--- src/rtl/emmc_xfer_ctrl.sv ---
// eMMC card controller: power-up/identification, bus setup, then single/multi-block transfers.
// Optional high-speed switch (CMD6 HS_TIMING + sel_clk_o) is built when EMMC_XFER_HS_EN is defined.
module emmc_xfer_ctrl #(
    parameter int unsigned BUS_WIDTH      = 8,
    parameter int unsigned BLK_CNT_W      = 16,
    parameter int unsigned POWERUP_CYCLES = 450,
    parameter logic [15:0] RCA            = 16'h0004,
    parameter int unsigned MAX_RETRIES    = 3,
    parameter int unsigned OCR_POLL_MAX   = 4095
) (
    input  logic                 clk_i,
    input  logic                 arst_i,
    output logic                 cmdh_start_o,
    output logic [5:0]           cmdh_idx_o,
    output logic [31:0]          cmdh_arg_o,
    output logic                 cmdh_int_rst_o,
    input  logic                 cmdh_cc_i,
    input  logic                 cmdh_err_i,
    input  logic [31:0]          cmdh_resp0_i,
    output logic                 dath_read_o,
    output logic                 dath_write_o,
    output logic                 dath_stop_o,
    output logic [1:0]           dath_bus_size_o,
    input  logic                 dath_busy_i,
    input  logic                 dath_fsm_busy_i,
    input  logic                 dath_crc_ok_i,
    output logic                 sel_clk_o,
    input  logic                 start_i,
    input  logic                 we_i,
    input  logic [31:0]          addr_i,
    input  logic [BLK_CNT_W-1:0] nblk_i,
    output logic                 ready_o,
    output logic                 done_o,
    output logic                 err_o,
    output logic [2:0]           err_code_o,
    input  logic                 err_clr_i
);

    typedef enum logic [3:0] {
        ST_START, ST_CMD0, ST_CMD1, ST_CMD2, ST_CMD3, ST_CMD7, ST_HS, ST_WIDTH,
        ST_IDLE, ST_XCMD, ST_XDAT, ST_STOP, ST_WAIT_CMD, ST_WAIT_BUSY, ST_ERR
    } state_t;

    localparam int unsigned RETRY_W = (MAX_RETRIES > 0) ? $clog2(MAX_RETRIES + 1) : 1;
    localparam int unsigned OCR_W   = $clog2(OCR_POLL_MAX + 1);
    localparam logic [RETRY_W-1:0] RETRY_MAX = RETRY_W'(MAX_RETRIES);
    localparam logic [OCR_W-1:0]   OCR_LAST  = OCR_W'(OCR_POLL_MAX - 1);
    localparam logic [20:0]        PWR_LAST  = 21'(POWERUP_CYCLES - 1);
    localparam logic [20:0]        BUSY_MAX  = 21'h100000;
    localparam logic [1:0]         BW_CODE   = (BUS_WIDTH == 8) ? 2'd2 : (BUS_WIDTH == 4) ? 2'd1 : 2'd0;

    state_t state_q, state_d, ret_q, ret_d;
    logic [20:0]          cnt_q, cnt_d;
    logic [RETRY_W-1:0]   retry_q, retry_d;
    logic [OCR_W-1:0]     ocr_q, ocr_d;
    logic                 we_q, we_d, multi_q, multi_d, pend_q, pend_d;
    logic                 fbusy_q, init_q, init_d;
    logic [31:0]          addr_q, addr_d;
    logic [BLK_CNT_W-1:0] rem_q, rem_d;
    logic                 start_q, start_d, int_rst_q, int_rst_d;
    logic [5:0]           idx_q, idx_d;
    logic [31:0]          arg_q, arg_d;
    logic                 rd_q, rd_d, wr_q, wr_d, stop_q, stop_d;
    logic [1:0]           bus_q, bus_d;
    logic                 sel_q, sel_d, ready_q, ready_d, done_q, done_d, err_q, err_d;
    logic [2:0]           code_q, code_d;
    logic                 issue, blk_done;
    logic                 unused_resp;

    assign unused_resp = ^cmdh_resp0_i[30:0];
    assign blk_done    = fbusy_q & ~dath_fsm_busy_i;

    always_comb begin
        state_d = state_q;  ret_d   = ret_q;   cnt_d   = '0;
        retry_d = retry_q;  ocr_d   = ocr_q;   we_d    = we_q;
        multi_d = multi_q;  pend_d  = 1'b0;    addr_d  = addr_q;
        rem_d   = rem_q;    start_d = 1'b0;    idx_d   = idx_q;
        arg_d   = arg_q;    rd_d    = 1'b0;    wr_d    = 1'b0;
        stop_d  = 1'b0;     bus_d   = bus_q;   sel_d   = sel_q;
        done_d  = 1'b0;     code_d  = code_q;  issue   = 1'b0;
        case (state_q)
            ST_START: begin
                cnt_d = cnt_q + 21'd1;
                if (cnt_q == PWR_LAST) state_d = ST_CMD0;
            end
            ST_CMD0:  begin idx_d = 6'd0; arg_d = '0;                 issue = 1'b1; end
            ST_CMD1:  begin idx_d = 6'd1; arg_d = 32'h40FF8080;       issue = 1'b1; end
            ST_CMD2:  begin idx_d = 6'd2; arg_d = '0;                 issue = 1'b1; end
            ST_CMD3:  begin idx_d = 6'd3; arg_d = {RCA, 16'h0000};    issue = 1'b1; end
            ST_CMD7:  begin idx_d = 6'd7; arg_d = {RCA, 16'h0000};    issue = 1'b1; end
            ST_HS:    begin idx_d = 6'd6; arg_d = 32'h03B90100;       issue = 1'b1; end
            ST_WIDTH: begin
                idx_d = 6'd6; arg_d = {16'h03B7, 6'b0, BW_CODE, 8'h00}; issue = 1'b1;
            end
            ST_XCMD: begin
                idx_d = multi_q ? (we_q ? 6'd25 : 6'd18) : (we_q ? 6'd24 : 6'd17);
                arg_d = addr_q;
                issue = 1'b1;
            end
            ST_STOP:  begin idx_d = 6'd12; arg_d = '0; stop_d = 1'b1; issue = 1'b1; end
            ST_IDLE: begin
                if (start_i && (nblk_i != '0)) begin
                    we_d    = we_i;
                    addr_d  = addr_i;
                    rem_d   = nblk_i;
                    multi_d = (nblk_i != BLK_CNT_W'(1));
                    state_d = ST_XCMD;
                end
            end
            ST_WAIT_CMD: begin
                // error takes priority over a coincident completion and reissues the same command
                if (cmdh_err_i) begin
                    if (retry_q == RETRY_MAX) begin
                        retry_d = '0; code_d = 3'd1; state_d = ST_ERR;
                    end else begin
                        retry_d = retry_q + RETRY_W'(1); state_d = ret_q;
                    end
                end else if (cmdh_cc_i) begin
                    retry_d = '0;
                    case (ret_q)
                        ST_CMD0: state_d = ST_CMD1;
                        ST_CMD1: begin
                            if (cmdh_resp0_i[31]) begin
                                ocr_d = '0; state_d = ST_CMD2;
                            end else if (ocr_q == OCR_LAST) begin
                                ocr_d = '0; code_d = 3'd2; state_d = ST_ERR;
                            end else begin
                                ocr_d = ocr_q + OCR_W'(1); state_d = ST_CMD1;
                            end
                        end
                        ST_CMD2: state_d = ST_CMD3;
                        ST_CMD3: state_d = ST_CMD7;
                        ST_CMD7: begin
`ifdef EMMC_XFER_HS_EN
                            state_d = ST_HS;
`else
                            if (BUS_WIDTH == 1) state_d = ST_IDLE;
                            else                state_d = ST_WIDTH;
`endif
                        end
                        ST_HS, ST_WIDTH: state_d = ST_WAIT_BUSY;
                        ST_XCMD: begin state_d = ST_XDAT; pend_d = 1'b1; end
                        ST_STOP: begin
                            if (we_q) state_d = ST_WAIT_BUSY;
                            else begin done_d = 1'b1; state_d = ST_IDLE; end
                        end
                        default: state_d = ST_IDLE;
                    endcase
                end
            end
            ST_XDAT: begin
                if (pend_q) begin
                    rd_d = ~we_q;
                    wr_d = we_q;
                end else if (blk_done) begin
                    if (!dath_crc_ok_i) begin
                        code_d = 3'd3; state_d = ST_ERR;
                    end else begin
                        rem_d = rem_q - BLK_CNT_W'(1);
                        if (rem_q == BLK_CNT_W'(1)) begin
                            if (multi_q) state_d = ST_STOP;
                            else if (we_q) begin ret_d = ST_XDAT; state_d = ST_WAIT_BUSY; end
                            else begin done_d = 1'b1; state_d = ST_IDLE; end
                        end else begin
                            pend_d = 1'b1;
                        end
                    end
                end
            end
            ST_WAIT_BUSY: begin
                cnt_d = cnt_q + 21'd1;
                if (!dath_busy_i) begin
                    case (ret_q)
                        ST_HS: begin
`ifdef EMMC_XFER_HS_EN
                            sel_d = 1'b1;
`endif
                            if (BUS_WIDTH == 1) state_d = ST_IDLE;
                            else                state_d = ST_WIDTH;
                        end
                        ST_WIDTH: begin bus_d = BW_CODE; state_d = ST_IDLE; end
                        default:  begin done_d = 1'b1; state_d = ST_IDLE; end
                    endcase
                end else if (cnt_q == BUSY_MAX) begin
                    code_d = 3'd4; state_d = ST_ERR;
                end
            end
            ST_ERR: begin
                if (err_clr_i) begin
                    code_d  = '0;
                    state_d = init_q ? ST_IDLE : ST_START;
                end
            end
            default: state_d = ST_START;
        endcase
        if (issue) begin
            start_d = 1'b1;
            ret_d   = state_q;
            state_d = ST_WAIT_CMD;
        end
        int_rst_d = (state_d != state_q);
        err_d     = (state_d == ST_ERR);
        ready_d   = (state_q == ST_IDLE) && (state_d == ST_IDLE);
        init_d    = init_q | (state_d == ST_IDLE);
    end

    always_ff @(posedge clk_i or posedge arst_i) begin
        if (arst_i) begin
            state_q <= ST_START;  ret_q   <= ST_START; cnt_q  <= '0;
            retry_q <= '0;        ocr_q   <= '0;       we_q   <= 1'b0;
            multi_q <= 1'b0;      pend_q  <= 1'b0;     fbusy_q <= 1'b0;
            init_q  <= 1'b0;      addr_q  <= '0;       rem_q  <= '0;
            start_q <= 1'b0;      int_rst_q <= 1'b0;   idx_q  <= '0;
            arg_q   <= '0;        rd_q    <= 1'b0;     wr_q   <= 1'b0;
            stop_q  <= 1'b0;      bus_q   <= '0;       sel_q  <= 1'b0;
            ready_q <= 1'b0;      done_q  <= 1'b0;     err_q  <= 1'b0;
            code_q  <= '0;
        end else begin
            state_q <= state_d;   ret_q   <= ret_d;    cnt_q  <= cnt_d;
            retry_q <= retry_d;   ocr_q   <= ocr_d;    we_q   <= we_d;
            multi_q <= multi_d;   pend_q  <= pend_d;   fbusy_q <= dath_fsm_busy_i;
            init_q  <= init_d;    addr_q  <= addr_d;   rem_q  <= rem_d;
            start_q <= start_d;   int_rst_q <= int_rst_d; idx_q <= idx_d;
            arg_q   <= arg_d;     rd_q    <= rd_d;     wr_q   <= wr_d;
            stop_q  <= stop_d;    bus_q   <= bus_d;    sel_q  <= sel_d;
            ready_q <= ready_d;   done_q  <= done_d;   err_q  <= err_d;
            code_q  <= code_d;
        end
    end

    assign cmdh_start_o    = start_q;
    assign cmdh_idx_o      = idx_q;
    assign cmdh_arg_o      = arg_q;
    assign cmdh_int_rst_o  = int_rst_q;
    assign dath_read_o     = rd_q;
    assign dath_write_o    = wr_q;
    assign dath_stop_o     = stop_q;
    assign dath_bus_size_o = bus_q;
    assign sel_clk_o       = sel_q;
    assign ready_o         = ready_q;
    assign done_o          = done_q;
    assign err_o           = err_q;
    assign err_code_o      = code_q;

endmodule

--- config.mk ---
export PLATFORM = sky130hd
export DESIGN_NAME = emmc_xfer_ctrl
export DESIGN_NICKNAME = d
export VERILOG_FILES = /design/src/rtl/emmc_xfer_ctrl.sv
export SDC_FILE = /design/constraint.sdc
export NUM_CORES = 1
export LEC_CHECK = 0
export CAP_MARGIN = 20
export CORE_ASPECT_RATIO = 1.75
export CORE_MARGIN = 3
export CORE_UTILIZATION = 30
export DETAILED_ROUTE_END_ITERATION = 16
export GPL_TIMING_DRIVEN = 0
export PLACE_DENSITY_LB_ADDON = 0.25
export REMOVE_ABC_BUFFERS = 1
export SLEW_MARGIN = 20
export SYNTH_ARGS = -nofsm -noshare
export SYNTH_HDL_FRONTEND = slang
export SYNTH_SLANG_ARGS = --single-unit
--- constraint.sdc ---
create_clock -name clk_i -period 7.62 [get_ports clk_i]
set_clock_uncertainty 0.1 [all_clocks]
set_input_delay 1.905 -clock clk_i [delete_from_list [all_inputs] [get_ports clk_i]]
set_output_delay 1.905 -clock clk_i [all_outputs]
set_load 0.05 [all_outputs]
=== Word-level counts from Yosys, hierarchy flattened ===
Index checks and enable logic that the tools add are counted.
Widths: inputs -> output; s select.

* Register bits: 146
* Bits of input ports: 90
* Output and inout bits: 52
* Word-level logic and storage cells: 193

* Bitwise gates (word level): 6
* Add/subtract/negate cells: 4
* Reduce and logical (&&, ||, !) cells: 27
* Equal/unequal tests: 47
* Muxes and demuxes: 85

{| class="wikitable"
|+ Operators by type and width
! kind !! number
|-
| $pmux 32 s6 || 1
|-
| $mux 4 || 29
|-
| $mux 16 || 4
|-
| $pmux 6 s8 || 1
|-
| $eq 4x4->1 const B || 11
|-
| $mux 3 || 13
|-
| $eq 4x3->1 const B || 8
|-
| $pmux 16 s2 || 1
|-
| $pmux 4 s8 || 1
|-
| $pmux 4 s7 || 1
|-
| $mux 1 || 25
|-
| $mux 12 || 2
|-
| $add 21x1->21 const B || 1
|-
| $eq 21x21->1 const B || 1
|-
| $eq 21x9->1 const B || 1
|-
| $mux 21 || 1
|-
| $eq 16x1->1 const B || 1
|-
| $eq 4x2->1 const B || 4
|-
| $ne 16x1->1 const B || 1
|-
| $ne 2x2->1 const B || 8
|-
| $reduce_bool 16->1 || 1
|-
| $sub 16x1->16 const B || 1
|-
| $reduce_bool 2->1 || 7
|-
| $add 12x1->12 const B || 1
|-
| 29 further kinds || 44
|}

=== Logic depth before layout (Yosys ltp) ===
* Depth in word-level cells: 10
* Mapped depth: 9
* Gate-level depth less buffers: 9

=== Worst setup path before layout ===
No wires, ideal clock.

* Kind: input to register
* From: input port nblk_i[11]
* To: register we_q
* Setup time: 0.128 ns
* Path slack: 3.974 ns
* Arrival time: 3.419 ns
* Stages on the path: 5
* Data required time: 7.392 ns
* Buffers on the path: 1
* Path through: nor4_1 > nand4_1 > o21ai_1 > clkbuf_1 > mux2_1

* Word-level cells in the longest chain between the ends: 3

{| class="wikitable"
|+ Ends and longest elaborated chain
! element !! line !! text
|-
| start, declared || 31 || <nowiki>input logic [BLK_CNT_W-1:0] nblk_i,</nowiki>
|-
| $reduce_bool 16->1 || 102 || <nowiki>if (start_i && (nblk_i != '0)) begin</nowiki>
|-
| $logic_and 1x1->1 || 102 ||
|-
| $reduce_and 2->1 (no source line) || -- ||
|-
| end signal, assigned || 220 || <nowiki>retry_q <= retry_d; ocr_q <= ocr_d; we_q <= we_d;</nowiki>
|-
| end, declared || 56 || <nowiki>logic we_q, we_d, multi_q, multi_d, pend_q, pend_d;</nowiki>
|}

No other way between the ends.
A chain may end at the register's enable or synchronous reset.

=== Worst setup path after layout ===
* From: input port nblk_i[4]
* To: register rem_q[13]

* Word-level cells in the longest chain between the ends: 4

{| class="wikitable"
|+ Ends and longest elaborated chain
! element !! line !! text
|-
| $reduce_bool 16->1 || 102 ||
|-
| $logic_and 1x1->1 || 102 ||
|-
| $ne 2x2->1 (no source line) || -- ||
|-
| $reduce_and 5->1 (no source line) || -- ||
|-
| end signal, assigned || 222 || <nowiki>init_q <= init_d; addr_q <= addr_d; rem_q <= rem_d;</nowiki>
|-
| end, declared || 59 || <nowiki>logic [BLK_CNT_W-1:0] rem_q, rem_d;</nowiki>
|}

No other way between the ends.

==> impl_metrics.env <==
export IMPL_grt_max_degree=89
export IMPL_setup_viol=0
export IMPL_p_leak_nw=3.774
export IMPL_first_global_vias=5874
export IMPL_intPower_mw=2.128
export IMPL_synth_simple_area_share_pct=18.22
export IMPL_rsz0062_at_grt="no"
export IMPL_maxCapViolations=0
export IMPL_seq_area_frac_synth_pct=50.62
export IMPL_r2r_start="state_q[3]$_DFF_PP0_"
export IMPL_antenna_found_initial=0
export IMPL_die_x_um=122.9
export IMPL_path_class="primary input to flop"
export IMPL_synthMuxAreaShare_pct=6.197
export IMPL_synth_xor_area_share_pct=2.322
export IMPL_synth_compound_area_share_pct=17.32
export IMPL_cpLargestDelayFamily="simple AND/OR/NAND/NOR gates"
export IMPL_area_growth_pct=29.48
export IMPL_regArea_um2=3630
export IMPL_finalHoldViolations=0
export IMPL_cp_buffers_inverters=1
export IMPL_port_buffers=107
export IMPL_ys_seq_elements=145
export IMPL_finalPower_mw=3.520
export IMPL_start_util_pct=30.60
export IMPL_clockBufferDepth=2
export IMPL_swShare_pct=39.54
export IMPL_hp_start="cmdh_idx_o[4]$_DFFE_PP0P_"
export IMPL_crit_top_cell="a21oi_1"
export IMPL_synth_ff_type="dfrtp_1"
export IMPL_root_buffer="clkbuf_16"
export IMPL_slew_headroom_pct=28.65
export IMPL_ys_warnings_count=0
export IMPL_synth_edf_count=0
export IMPL_synth_top_area_cell="dfrtp_1"
export IMPL_hold_buffers=0
export IMPL_vias=5771
export IMPL_arrival_ns=4.26
export IMPL_dieHeight_um=210.5
export IMPL_endpoint_kind="flop"
export IMPL_grt_overflow=0
export IMPL_ant_nets=0
export IMPL_multi_input_area_um2=3354
export IMPL_first_pass_iters=4
export IMPL_synth_area_um2=7168
export IMPL_path_max_fanout=21
export IMPL_via_per_inst=5.107
export IMPL_dp_final_hpwl_mm=13.84
export IMPL_cp_data_required_time_ns=7.78
export IMPL_powerDensity_nw_per_um2=379.3
export IMPL_clkTransAtPathRegs_ns=0.06
export IMPL_layout_common_cells="144 x dfrtp_1, 107 x clkdlybuf4s50_1, 54 x nor2_1"
export IMPL_seqPwrFrac_pct=36.3
export IMPL_synth_top_family_by_area="simple AND/OR/NAND/NOR gates"
export IMPL_power_frac_comb_pct=37.4
export IMPL_fillers=2320
export IMPL_wl_mm=19.23
export IMPL_cts_tree="done"
export IMPL_ys_async_sr_fraction_pct=100.0
export IMPL_min_period_ns=4.097
export IMPL_synth_area_per_cell_um2=9.970
export IMPL_synthCells=719
export IMPL_ys_types=67
export IMPL_synth_area_leaders="dfrtp_1 51%, mux2_1 5.0%, a21oi_1 3.2%"
export IMPL_cts_repair_resized=0
export IMPL_n_antenna_cell=0
export IMPL_ir_drop_mv=0.1967
export IMPL_final_common_cell="dfrtp_1"
export IMPL_synth_fa_ha_area_share_pct=1.920
export IMPL_wl_per_cell_um=17.02
export IMPL_final_core_util_pct=39.62
export IMPL_grt_pass1_wl_mm=31.11
export IMPL_post_cts_buffers=0
export IMPL_drc_errors=0
export IMPL_cts_buffers_inserted=17
export IMPL_io_pins=142
export IMPL_crit_path_max_incr_delay_ns=0.48
export IMPL_core_area_um2=23430
export IMPL_postPlaceCellArea_um2=8633
export IMPL_fin_crit_sh_pct=53.76
export IMPL_cts_sinks=145
export IMPL_worst_pin_slew_ns=1.070
export IMPL_path_cells="clkdlybuf4s50_1 -> nor4_1 -> nand4_1 -> o21ai_4 -> nand2_1 -> a21oi_1 -> a21oi_1"
export IMPL_h_tree_depth=4
export IMPL_worstSetupStartpointType="primary input"
export IMPL_final_nets=915
export IMPL_final_cell_area_um2=9281
export IMPL_hold_class="flop to flop"
export IMPL_drive_above_1_share_pct=7.022
export IMPL_std_cell_rows=74
export IMPL_drt_iter0_drc=372
export IMPL_insertion_delay_ns=0.42
export IMPL_cp_slowest_cell="nand2_1"
export IMPL_slew_violations=0
export IMPL_grt_usage_pct=15.34
export IMPL_worstSetupStartpoint="nblk_i[4]"
export IMPL_hold_slack_ns=0.3808
export IMPL_place_gp_congestion=0.8538
export IMPL_power_switching_mw=1.392
export IMPL_die_area_um2=25860
export IMPL_max_freq_mhz=244.1
export IMPL_synthDominantCellAreaShare_pct=50.62
export IMPL_power_frac_clock_pct=26.3
export IMPL_status="finished clean"
==> path summary, 6_finish.rpt <==
check | cells after the start | endpoint | slack [ns]
worst max-delay path | 7 | rem_q[13]$_DFFE_PP0P_ | 3.52
worst min-delay path | 1 | cmdh_idx_o[4]$_DFFE_PP0P_ | 0.38
worst max register to register | 6 | ocr_q[8]$_DFFE_PP0P_ | 3.91
worst min register to register | 1 | cmdh_idx_o[4]$_DFFE_PP0P_ | 0.38
max in group asynchronous | 3 | state_q[2]$_DFF_PP0_ | 4.82
min in group asynchronous | 2 | cmdh_arg_o[2]$_DFFE_PP0P_ | 1.80
==> flip-flops by register name (all words and copies together), names as in the netlist, 2 cells and up <==
signal	count
addr_q	32
cmdh_arg_o	32
cmdh_idx_o	5
cnt_q	21
err_code_o	3
ocr_q	12
rem_q	16
ret_q	4
retry_q	2
state_q	4
==> cells by family after synthesis <==
family,count (synthesis)
other cells,1
mux,40
buf+inv,60
simple gates,251
xor+xnor,19
fa+ha+maj,11
flops,145
compound gates,192
==> worst reg2reg max path: cells and delay by family (launching register included) <==
family / cells / cell delay (ns)
AND/OR/NAND/NOR: 5 / 2.31
XOR/XNOR: 1 / 0.14
flip-flops: 1 / 1.05
==> stage by stage <==
stage | cells | worst slack, ns | TNS [ns]
final | 1130 | 3.523 | 0
after global routing | 1130 | 3.355 | 0
after CTS | 1130 | 3.478 | 0
after detailed placement | 1099 | 3.088 | 0
after global placement | 1093 | -0.6127 | -91.53
after floorplan | 682 | 1.720 | 0
==> power by group through the flow <==
| stage | logic [mW] | registers, mW | clock network (mW) |
|---|---|---|---|
| 2_1_floorplan | 0.685 | 1.42 | 0 |
| 3_3_place_gp | 1.27 | 1.28 | 0 |
| 3_5_place_dp | 1.33 | 1.29 | 0 |
| 4_1_cts | 1.34 | 1.28 | 0.956 |
| 5_1_grt | 1.44 | 1.32 | 0.984 |
| 6_report | 1.32 | 1.28 | 0.927 |
==> cell type report <==
| class | instances | area share [%] |
|---|---|---|
| multi-input cells | 516 | 36.14 |
| clock inverters | 12 | 2.197 |
| inverters | 21 | 0.9302 |
| repair buffers | 113 | 12.75 |
| flip-flops and latches | 145 | 39.11 |
| well taps | 304 | 4.098 |
| clock buffers | 19 | 4.772 |
==> layer usage <==
| layer | global-route usage, % | vias up | wire length (um) |
|---|---|---|---|
| li1 | - | 2819 | - |
| met1 | 17.15 | 2819 | 7648 |
| met2 | 27.70 | 107 | 10370 |
| met3 | 3.248 | 26 | 746 |
| met4 | 6.419 | 0 | 470 |
| met5 | 0 | - | 0 |
==> Yosys cell counts, types with 13 or more instances <==
library cell and number:
a21oi_1 46, nand3_1 25, mux2_1 32, o21ai_1 43, nor2b_1 13, nor2_1 54, inv_1 16, dfrtp_1 145
nand2_1 52, clkbuf_1 33, nand2b_1 15, nor3_1 22, a22o_1 21, o21ai_0 22
No activity file was read; power rests on OpenSTA's default activity.
